[config.mk]
export PLATFORM = sky130hd
export DESIGN_NAME = spike_vote_counter
export DESIGN_NICKNAME = d
export VERILOG_FILES = /design/src/rtl/spike_vote_counter.sv
export SDC_FILE = /design/constraint.sdc
export NUM_CORES = 1
export LEC_CHECK = 0
export ABC_AREA = 0
export BUFFER_PORTS_ARGS = -buffer_cell sky130_fd_sc_hd__buf_2
export CORE_MARGIN = 1
export CORE_UTILIZATION = 51
export DETAILED_ROUTE_END_ITERATION = 7
export GPL_TIMING_DRIVEN = 0
export PLACE_DENSITY_LB_ADDON = 0.2
export SLEW_MARGIN = 20
export SYNTH_ARGS = -nofsm -noshare
export SYNTH_HDL_FRONTEND = slang
export SYNTH_SLANG_ARGS = --single-unit
[constraint.sdc]
create_clock -name clk -period 12.3 [get_ports clk]
set_clock_uncertainty 0.1 [all_clocks]
set_input_delay 1.845 -clock clk [delete_from_list [all_inputs] [get_ports clk]]
set_output_delay 1.845 -clock clk [all_outputs]
set_load 0.05 [all_outputs]
[src/rtl/spike_vote_counter.sv]
// Per-class spike vote accumulator: sums output spikes per class over a frame and, on frame end,
// runs a sequential argmax to report the winning class and its count.
module spike_vote_counter #(
    parameter int unsigned NUM_OUT   = 250,
    parameter int unsigned NUM_CLASS = 10,
    parameter int unsigned CNT_W     = 8,
    parameter int unsigned IDX_W     = 4
) (
    input  logic               clk,
    input  logic               reset,
    input  logic               clear,
    input  logic               spike_valid,
    input  logic [NUM_OUT-1:0] spike_in,
    input  logic               frame_done,
    input  logic [IDX_W-1:0]   rd_idx,
    output logic [CNT_W-1:0]   rd_cnt,
    output logic [IDX_W-1:0]   class_out,
    output logic [CNT_W-1:0]   max_count,
    output logic               class_valid,
    output logic               busy,
    output logic               overflow
);

    localparam int unsigned      GROUP  = NUM_OUT / NUM_CLASS;
    localparam int unsigned      POP_W  = $clog2(GROUP + 1);
    localparam logic [IDX_W-1:0] LAST_K = IDX_W'(NUM_CLASS - 1);

    typedef enum logic [1:0] {StIdle, StAccum, StArgmax, StResult} state_e;

    state_e             state_q;
    logic [IDX_W-1:0]   k_q;
    logic [NUM_OUT-1:0] vec_q;
    logic               pend_q;
    logic               frame_done_q;
    logic [CNT_W-1:0]   cnt_q [NUM_CLASS];
    logic [IDX_W-1:0]   best_idx_q;
    logic [CNT_W-1:0]   best_val_q;

    logic               done_rise;
    logic [GROUP-1:0]   grp_bits;
    logic [CNT_W-1:0]   cur_cnt;
    logic [CNT_W-1:0]   rd_val;
    logic [POP_W-1:0]   pop;
    logic [CNT_W:0]     sum;
    logic [CNT_W-1:0]   sat_cnt;

    assign done_rise = frame_done & ~frame_done_q;
    assign busy      = (state_q != StIdle);

    // Neuron n lives at spike_in[NUM_OUT-1-n], so class c's group starts at the top of the vector.
    always_comb begin
        grp_bits = '0;
        cur_cnt  = '0;
        rd_val   = '0;
        for (int c = 0; c < NUM_CLASS; c++) begin
            if (k_q == IDX_W'(c)) begin
                grp_bits = vec_q[NUM_OUT-1-c*GROUP -: GROUP];
                cur_cnt  = cnt_q[c];
            end
            if (rd_idx == IDX_W'(c)) begin
                rd_val = cnt_q[c];
            end
        end
    end

    always_comb begin
        pop = '0;
        for (int i = 0; i < GROUP; i++) begin
            pop = pop + POP_W'(grp_bits[i]);
        end
    end

    assign sum     = {1'b0, cur_cnt} + (CNT_W+1)'(pop);
    assign sat_cnt = sum[CNT_W] ? '1 : sum[CNT_W-1:0];

    always_ff @(posedge clk or posedge reset) begin
        if (reset) begin
            state_q      <= StIdle;
            k_q          <= '0;
            vec_q        <= '0;
            pend_q       <= 1'b0;
            frame_done_q <= 1'b0;
            for (int c = 0; c < NUM_CLASS; c++) begin
                cnt_q[c] <= '0;
            end
            best_idx_q   <= '0;
            best_val_q   <= '0;
            class_out    <= '0;
            max_count    <= '0;
            class_valid  <= 1'b0;
            overflow     <= 1'b0;
            rd_cnt       <= '0;
        end else begin
            frame_done_q <= frame_done;
            rd_cnt       <= rd_val;
            class_valid  <= 1'b0;
            if (clear) begin
                state_q  <= StIdle;
                pend_q   <= 1'b0;
                overflow <= 1'b0;
                for (int c = 0; c < NUM_CLASS; c++) begin
                    cnt_q[c] <= '0;
                end
            end else begin
                unique case (state_q)
                    StIdle: begin
                        // A vector arriving with the frame edge is counted before the argmax.
                        if (spike_valid) begin
                            vec_q   <= spike_in;
                            k_q     <= '0;
                            state_q <= StAccum;
                            if (done_rise) pend_q <= 1'b1;
                        end else if (done_rise || pend_q) begin
                            pend_q  <= 1'b0;
                            k_q     <= '0;
                            state_q <= StArgmax;
                        end
                    end
                    StAccum: begin
                        for (int c = 0; c < NUM_CLASS; c++) begin
                            if (k_q == IDX_W'(c)) cnt_q[c] <= sat_cnt;
                        end
                        k_q <= k_q + 1'b1;
                        if (k_q == LAST_K) state_q <= StIdle;
                        if (spike_valid)   overflow <= 1'b1;
                        if (done_rise)     pend_q   <= 1'b1;
                    end
                    StArgmax: begin
                        // Strict compare keeps the lowest index on ties.
                        if (k_q == '0 || cur_cnt > best_val_q) begin
                            best_idx_q <= k_q;
                            best_val_q <= cur_cnt;
                        end
                        k_q <= k_q + 1'b1;
                        if (k_q == LAST_K) state_q  <= StResult;
                        if (spike_valid)   overflow <= 1'b1;
                    end
                    StResult: begin
                        class_out   <= best_idx_q;
                        max_count   <= best_val_q;
                        class_valid <= 1'b1;
                        for (int c = 0; c < NUM_CLASS; c++) begin
                            cnt_q[c] <= '0;
                        end
                        state_q <= StIdle;
                        if (spike_valid) overflow <= 1'b1;
                    end
                    default: state_q <= StIdle;
                endcase
            end
        end
    end

endmodule

==> impl_results.md, run 1 <==
* Largest net degree at the start of global routing at 103
* Hold Startpoint: max_count[0]
* TritonCTS clock tree: built
* Most frequent cells in the layout: 372 x dfrtp_1, 298 x buf_2, 276 x mux2_2, 114 x nand2_1, 91 x clkbuf_1
* Root Buffer: clkbuf_16
* Via count at 15600
* Layout Utilization at 0.622
* Net Count, Synth at 1952
* Fill count at 2931
* Yosys reg bits at 372
* CP delay by family, top: adder cells
* Post-Syn Area at 0.0188 mm^2
* Starting Density at 0.523
* GRT overflow at 0
* GPL Wtd Cong at 1.01
* Num rows at 69
* Clk slew on worst S/H paths at 0.06 ns
* Die ar. at 0.0376 mm^2
* Cell repeated most along the worst path: fa_1
* Slew @ Worst Pin at 1.26 ns
* Startpoint class of the critical path: flip-flop
* Endpoints failing setup at 0
* EDFF count, synth at 0
* Rel. slew slack at 0.162
* First-pass GRT wire length at 95.9 mm
* Die H at 194 um
* Top-area cell type share of the netlist area at 0.496
* Minimum clock period at 9.15 ns
* IO Port Bufs at 279
* Footprint of the multi-input gates at 0.00868 mm^2
* Critical Path RT at 12.62 ns
* Yosys top cell by area: dfrtp_1
* Hold Buf Count CTS at 0
* Register area share after synthesis at 0.496
* Post-CTS sizing at 0
* Reg area at 0.00931 mm^2
* Post-DR vias/cell at 6.32
* DRT antenna net count at 0
* WL/cell at 25.7 um
* Unrepaired setup endpoints after global routing: no
* Tcrit/Tclk final at 0.744
* F_max at 109 MHz
* Avg Inst Size Synth at 11.5 um^2
* Max-Cap Viols at 0
* Max-slew violations at 0
* Synthesized instance count at 1639
* H-tree depth at 2
* Worst reg-to-reg setup slack at 3.15 ns
* Synth warnings at 0
* Worst R2R End: cnt_q[77]
* Routed wire length at 63.6 mm
* Worst Reg-to-Reg Cells at 27
* Residual DRC at 0
* Hold Path Cell Cnt at 1
* Area contributors post-synth: dfrtp_1 50%, mux2_2 17%, ha_1 2.3%
* Worst-Skew Late Latency at 0.58 ns
* Delay of the slowest critical-path stage at 0.63 ns
* CP arrival at 9.46 ns
* Reg-to-Reg Start: k_q[0]
* Commonest non-fill, non-tap cell in the layout: dfrtp_1
* Ys async rst share at 1.00
* Unique masters post-synth at 67
* DPL Wire Length at 47.7 mm
* Crit path buf inv count at 7
* Status: complete, no violations
* CP Max Fanout at 10
* Core ar. at 0.0359 mm^2
* Critical path capture point type: flip-flop
* Gr usage total at 0.338
* Die X-Extent at 194 um
* HP Class: reg2reg
* CTS sink count at 372
* Worst setup path class: reg2reg
* CTS buffer count at 42
* Sink of the worst hold path: max_count[0]
* DRT iter0 DRCs at 1326
* Vias in the first global route at 15800
* Net total in the final layout at 2279
* Area delta synth->final at 18.8%
* Postcts setup bufs at 0
* CP max stage cell: buf_1
* Commonest register cell after synthesis: dfrtp_1
* Antenna violations before repair at 16
* Share of cells above drive strength 1 at 0.337
* Worst-case clock buffer depth at 3
* Total iterations of the first detailed-routing run at 7
* Top Ports at 282
* Fin. Hold Viols at 0
==> cells by family after synthesis <==
group / after synthesis / synth area share
AO/OA/AOI/OAI: 448 / 0.170
flip-flops: 372 / 0.496
multiplexers: 291 / 0.174
AND/OR/NAND/NOR: 274 / 0.0719
buffers and inverters: 195 / 0.0424
adder cells (fa/ha/maj): 54 / 0.0436
XOR/XNOR: 5 / 0.00233
==> worst max path at each step <==
stage | cells past startpoint | slack [ns] | endpoint | start
3_3_place_gp | 2 | -4.17 | vec_q[12] | reset
5_1_grt | 28 | 2.79 | cnt_q[69] | k_q[0]
6_report | 27 | 3.15 | cnt_q[77] | k_q[0]
2_1_floorplan | 1 | 0.02 | best_idx_q[0] | reset
3_5_place_dp | 27 | 3.28 | cnt_q[77] | k_q[0]
4_1_cts | 27 | 3.24 | cnt_q[77] | k_q[0]
==> sequential cells by signal (all words and copies together), names as in the netlist <==
name and count:
best_val_q 8, cnt_q 80, frame_done_q 1, state_q 2, pend_q 1, vec_q 250, class_valid 1, max_count 8
class_out 4, rd_cnt 8, k_q 4, best_idx_q 4, overflow 1
==> worst reg2reg max path, delay by kind of cell, from the launching register on <==
kind,cells,cell delay (ns)
flip-flops,1,0.52
buffers and inverters,7,1.74
AND/OR/NAND/NOR,3,0.83
AO/OA/AOI/OAI,8,1.95
adder cells (fa/ha/maj),9,3.86
==> Yosys cell counts, drive strengths merged, types with 21 or more instances <==
master	instances
o221ai	24
nor2	50
ha	35
o21ai	88
mux2	276
a21oi	85
nand2	114
buf	32
dfrtp	372
a221oi	41
o22ai	27
inv	81
o32ai	50
nand2b	21
clkbuf	82
==> metrics by stage <==
step                      hold slack, ns  instance area (um^2)   TNS, ns  setup WS, ns  std cells
after floorplan                    0.355                 18800         0        0.0244       1639
after global placement             0.381                 20800  -1530.59         -4.17       2379
after detailed placement           0.386                 20900         0          3.28       2383
after CTS                          0.399                 22300         0          3.24       2458
after global routing               0.412                 22300         0          2.79       2467
final                              0.401                 22300         0          3.15       2471
==> per-layer routing <==
| metal | routed length [um] | vias to the layer above | GRT usage |
|---|---|---|---|
| li1 | - | 6757 | - |
| met1 | 26000 | 7951 | 0.443 |
| met2 | 30600 | 752 | 0.560 |
| met3 | 4500 | 145 | 0.0574 |
| met4 | 2410 | 6 | 0.134 |
| met5 | 42 | - | 0 |
==> area by class of cell <==
cell class,count,share of cell area
flip-flops and latches,372,0.417
diodes,13,0.00146
well taps,461,0.0258
clock inverters,9,0.00549
clock buffers,66,0.0578
repair buffers,283,0.0675
multi-input cells,1072,0.389
inverters,81,0.0140
plain buffers,114,0.0221
Power of run 1 is left out: the tool's default activity adds up to more than one toggle a clock period on the data nets, which glitch-free logic cannot reach.
==> run 2: changes to the inputs <==
ABC_AREA = 1   (was 0)
clock period = 7.9 ns   (was 12.3 ns; I/O delays follow)
==> run 2 against run 1 <==
Net effect: non-clock buffer count increased by 1; routed wire length down 6.0%; via count increased by 7.4%; register-to-register slack got worse by 2.7 ns; final cell count increased by 22%; critical endpoint is now cnt_q[71]; largest cell class unchanged.
==> impl_results.md, run 2 <==
* Commonest non-fill, non-tap cell in the layout: nand2_1
* Top-area cell type share of the netlist area at 0.486
* DRT iter0 DRCs at 1365
* Residual DRC at 0
* Minimum clock period at 7.45 ns
* Unique masters post-synth at 46
* Via count at 16800
* Delay of the slowest critical-path stage at 0.52 ns
* HP Class: reg2reg
* Most frequent cells in the layout: 561 x nand2_1, 371 x dfrtp_1, 310 x buf_2, 187 x inv_1, 178 x mux2_2
* Dpl ws at 0.0407 ns
* Largest net degree at the start of global routing at 35
* F_max at 134 MHz
* DPL Wire Length at 46.5 mm
* Net total in the final layout at 2811
* Top Ports at 282
* Yosys reg bits at 372
* Synth warnings at 0
* Slew @ Worst Pin at 1.00 ns
* Vias in the first global route at 16900
* Max-slew violations at 0
* Share of cells above drive strength 1 at 0.256
* GRT overflow at 0
* Hold Buf Count CTS at 0
* Startpoint class of the critical path: flip-flop
* Ys async rst share at 1.00
* Die H at 196 um
* Tcrit/Tclk final at 0.943
* Unrepaired setup endpoints after global routing: no
* Area contributors post-synth: dfrtp_1 49%, nand2_1 11%, mux2_2 10%
* CP max stage cell: fa_1
* Main combinational cell family by area after synthesis: simple AND/OR/NAND/NOR gates
* TritonCTS clock tree: built
* Adder-cell area share of the yosys netlist at 0.0427
* Die X-Extent at 196 um
* Top post-synthesis cells by count: 562 x nand2_1, 372 x dfrtp_1, 191 x inv_1
* Commonest register cell after synthesis: dfrtp_1
* CP Max Fanout at 10
* Routed wire length at 59.7 mm
* Post-Synth Simple-Gate Area at 0.221
* Net Count, Synth at 2472
* Post-synthesis mux area share at 0.105
* Antenna violations before repair at 7
* Rel. slew slack at 0.332
* Max-Cap Viols at 0
* Area delta synth->final at 19.7%
* WL/cell at 19.9 um
* First-pass GRT wire length at 93.2 mm
* Fraction of the mapped netlist area in compound gates at 0.0800
* Worst setup path class: reg2reg
* Regs by FF count: vec_q x250, cnt_q x80
* Post-Syn Area at 0.0192 mm^2
* CP arrival at 7.80 ns
* Die ar. at 0.0384 mm^2
* XOR/XNOR share of the synthesized area at 0.00228
* Post-DR vias/cell at 5.58
* Setup WS post-layout at 0.449 ns
* Num rows at 70
* GPL Wtd Cong at 0.941
* Endpoints failing setup at 0
* EDFF count, synth at 0
* Worst-Skew Late Latency at 0.57 ns
* DRT antenna net count at 0
* Starting Density at 0.521
* Core ar. at 0.0368 mm^2
* Fin. Hold Viols at 0
* Most flop-heavy register: vec_q
* Count leader, synth: nand2_1
* Critical Path RT at 8.25 ns
* Worst-case clock buffer depth at 3
* Synthesized instance count at 2159
* CTS sink count at 372
* CTS buffer count at 41
* Status: complete, no violations
* H-tree depth at 2
* Total iterations of the first detailed-routing run at 6
* Root Buffer: clkbuf_16
* Critical path capture point type: flip-flop
* Register area share after synthesis at 0.486
* IO Port Bufs at 280
* Yosys top cell by area: dfrtp_1
* Avg Inst Size Synth at 8.88 um^2
* Max FFs per register at 250
* Gr usage total at 0.318
* Clk slew on worst S/H paths at 0.06 ns
[run 2: changes by cell type after synthesis, sizes merged, moves of 26 or more]
cell / change
a21oi: +42
a221oi: -40
buf: +26
clkbuf: -37
inv: +115
mux2: -98
nand2: +462
nand3: +163
nor2: +119
o211ai: +35
o32ai: -49
[run 2: metrics by stage]
step	instances	setup TNS, ns	hold WS, ns	utilization	instance area, um^2
after floorplan	2159	0	0.342	-	19200
after global placement	2907	-228.01	0.357	0.575	21200
after detailed placement	2919	0	0.356	0.582	21400
after CTS	2995	0	0.378	0.620	22800
after global routing	3002	0	0.390	0.624	22900
final	3005	0	0.377	0.624	23000
[run 2: layer usage]
metal,up-vias,share of wire,track usage
li1,7762,-,-
met2,714,0.48,0.521
met4,2,0.040,0.132
met3,141,0.070,0.0514
met5,-,0.00020,0
met1,8150,0.41,0.422
[run 2: repair_timing]
action | CTS | global route
endpoints found under the hold margin | 0 | 0
resized for setup | 0 | 32
buffers inserted | 0 | 4
setup endpoints to repair | 0 | 80
[run 2: worst paths after layout]
| path | start | end | slack, ns | cells after the start |
|---|---|---|---|---|
| setup / recovery | k_q[1] | cnt_q[71] | 0.45 | 33 |
| hold / removal | class_out[1] | class_out[1] | 0.38 | 2 |
| setup reg to reg | k_q[1] | cnt_q[71] | 0.45 | 33 |
| hold reg to reg | class_out[1] | class_out[1] | 0.38 | 2 |
| max in group asynchronous | reset | vec_q[54] | 6.17 | 5 |
| min in group asynchronous | reset | overflow | 0.51 | 2 |
[run 2: worst max-delay path: cells and delay by family (launching register included)]
family	cells	cell delay (ns)
DFF	1	0.43
and+or+nand+nor	13	1.60
buffers and inverters	6	0.90
AOI/OAI and AO/OA	5	0.63
adders and majority gates	9	3.67
[run 2: cell type report]
cell class / count / area [um^2]
well taps: 468 / 586
repair buffers: 296 / 1680
clock buffers: 59 / 1220
plain buffers: 102 / 479
fillers: 3233 / 13800
diodes: 6 / 15.0
inverters: 201 / 764
multi-input cells: 1484 / 8710
clock inverters: 17 / 185
flip-flops and latches: 372 / 9310
[run 2: cells by family after synthesis]
logic type      after synthesis
compound gates              271
simple gates                975
fa+ha+maj                    54
xor+xnor                      5
mux                         178
buf+inv                     304
flops                       372
Power of run 2 is left out for the same reason.
==> run 3: changes to the inputs <==
BUFFER_PORTS_ARGS = not set   (was -buffer_cell sky130_fd_sc_hd__buf_2)
DONT_BUFFER_PORTS = 1   (was not set)
==> run 3 against run 2 <==
Net effect: sequential share of layout area grew 2.3 points; clock-buffer cell count grew 3; final cell count shrank 8.6%; via count shrank 6.0%; first-iteration DRC count shrank 2.8%; utilization shrank 3.4 points; non-clock buffer count shrank 278; flip-flop and latch count is the same; highest routed layer unchanged.
==> impl_results.md, run 3 (same netlist as run 2, synthesis figures left out) <==
* Status: complete, no violations
* Most flop-heavy register: vec_q
* DPL Wire Length at 46.0 mm
* Commonest non-fill, non-tap cell in the layout: nand2_1
* Endpoints failing setup at 0
* CP max stage cell: fa_1
* F_max at 132 MHz
* H-tree depth at 2
* TritonCTS clock tree: built
* Worst R2R End: cnt_q[47]
* CP arrival at 7.93 ns
* Die X-Extent at 196 um
* Root Buffer: clkbuf_16
* Hold Path Cell Cnt at 2
* Max FFs per register at 250
* Die ar. at 0.0384 mm^2
* Largest net degree at the start of global routing at 36
* HP Class: reg2reg
* Cell repeated most along the worst path: nand2_1
* First-pass GRT wire length at 90.6 mm
* Layout Utilization at 0.590
* Crit path launch: k_q[2]
* Reg area at 0.00931 mm^2
* Max-slew violations at 0
* Crit path buf inv count at 6
* Fill count at 3285
* Minimum clock period at 7.57 ns
* Tcrit/Tclk final at 0.959
* Routed wire length at 59.4 mm
* Vias in the first global route at 15600
* Critical Path RT at 8.26 ns
* Startpoint class of the critical path: flip-flop
* Die H at 196 um
* Slew @ Worst Pin at 1.02 ns
* Rel. slew slack at 0.320
* CTS sink count at 372
* Footprint of the multi-input gates at 0.00872 mm^2
* DRT iter0 DRCs at 1327
* Starting Density at 0.521
* Regs by FF count: vec_q x250, cnt_q x80
* Total iterations of the first detailed-routing run at 5
* GPL Wtd Cong at 0.938
* Reg-to-Reg Start: k_q[2]
* Post-DR vias/cell at 5.74
* CP delay by family, top: adder cells
* Fin. Hold Viols at 0
* Num rows at 70
* CP Max Fanout at 10
* Most frequent cells in the layout: 561 x nand2_1, 371 x dfrtp_1, 186 x inv_1, 178 x mux2_2, 173 x nand3_1
* Via count at 15800
* Max-Cap Viols at 0
* DRT antenna net count at 0
* GRT overflow at 0
* Delay of the slowest critical-path stage at 0.56 ns
* Residual DRC at 0
* Crit path depth at 33
* Critical path capture point type: flip-flop
* Worst-Skew Late Latency at 0.59 ns
* Share of cells above drive strength 1 at 0.166
* CTS buffer count at 41
* Gr usage total at 0.313
* Clk slew on worst S/H paths at 0.06 ns
* Critical Path Sink: cnt_q[47]
* IO Port Bufs at 0
* Worst setup path class: reg2reg
* Unrepaired setup endpoints after global routing: no
* Worst Reg-to-Reg Cells at 33
* Worst reg-to-reg setup slack at 0.33 ns
* Worst-case clock buffer depth at 3
* Core ar. at 0.0368 mm^2
* Top Ports at 282
* Area delta synth->final at 13.2%
* WL/cell at 21.6 um
* Antenna violations before repair at 32
* Net total in the final layout at 2533
run 3: changes by cell type in the layout (fill, tap and decap cells not counted), sizes merged:
cell	delta
diode	+20
clkbuf	+4
bufinv	+2
clkinvlp	-4
inv	-2
buf	-279
run 3: worst min-delay path by stage:
stage | startpoint | to | slack, ns
2_1_floorplan | best_idx_q[0] | class_out[0] | 0.34
3_3_place_gp | best_idx_q[1] | class_out[1] | 0.36
3_5_place_dp | best_idx_q[1] | class_out[1] | 0.36
4_1_cts | best_idx_q[1] | class_out[1] | 0.37
5_1_grt | best_idx_q[3] | class_out[3] | 0.40
6_report | best_idx_q[1] | class_out[1] | 0.37
run 3: tightest hold or removal path, delay by kind of cell (launching register included):
family	cells	cell delay, ns
DFF	1	0.34
and+or+nand+nor	2	0.09
run 3: per-stage QoR:
| stage | TNS, ns | worst slack (ns) | hold WS, ns | std cells | area (um^2) |
|---|---|---|---|---|---|
| floorplan | 0 | 1.12 | 0.342 | 2159 | 19200 |
| global placement | -172.61 | -0.512 | 0.358 | 2627 | 19800 |
| detailed placement | 0 | 0.00592 | 0.357 | 2640 | 20000 |
| CTS | 0 | 0.0314 | 0.373 | 2715 | 21500 |
| global route | 0 | 0.0174 | 0.398 | 2735 | 21700 |
| finish | 0 | 0.327 | 0.374 | 2746 | 21700 |
run 3: final cells by class:
| type | count | share of cell area |
|---|---|---|
| Inverter | 201 | 0.0352 |
| Clock inverter | 13 | 0.00894 |
| Buffer | 103 | 0.0225 |
| Timing Repair Buffer | 17 | 0.0144 |
| Tap cell | 468 | 0.0270 |
| Clock buffer | 62 | 0.0579 |
| Sequential cell | 372 | 0.429 |
| Antenna cell | 26 | 0.00300 |
| Multi-Input combinational cell | 1484 | 0.402 |
run 3: routing by layer:
layer | global-route usage | wire (um)
met1 | 0.404 | 23800
met2 | 0.510 | 28600
met3 | 0.0722 | 4880
met4 | 0.125 | 1960
met5 | 0 | 90
run 3: timing repair:
item,in CTS,in global routing
setup buffers,0,4
gates cloned,0,1
resized for setup,2,39
pin swaps,0,7
hold buffers,0,0
setup endpoints to repair,35,80
Power of run 3 is left out for the same reason.
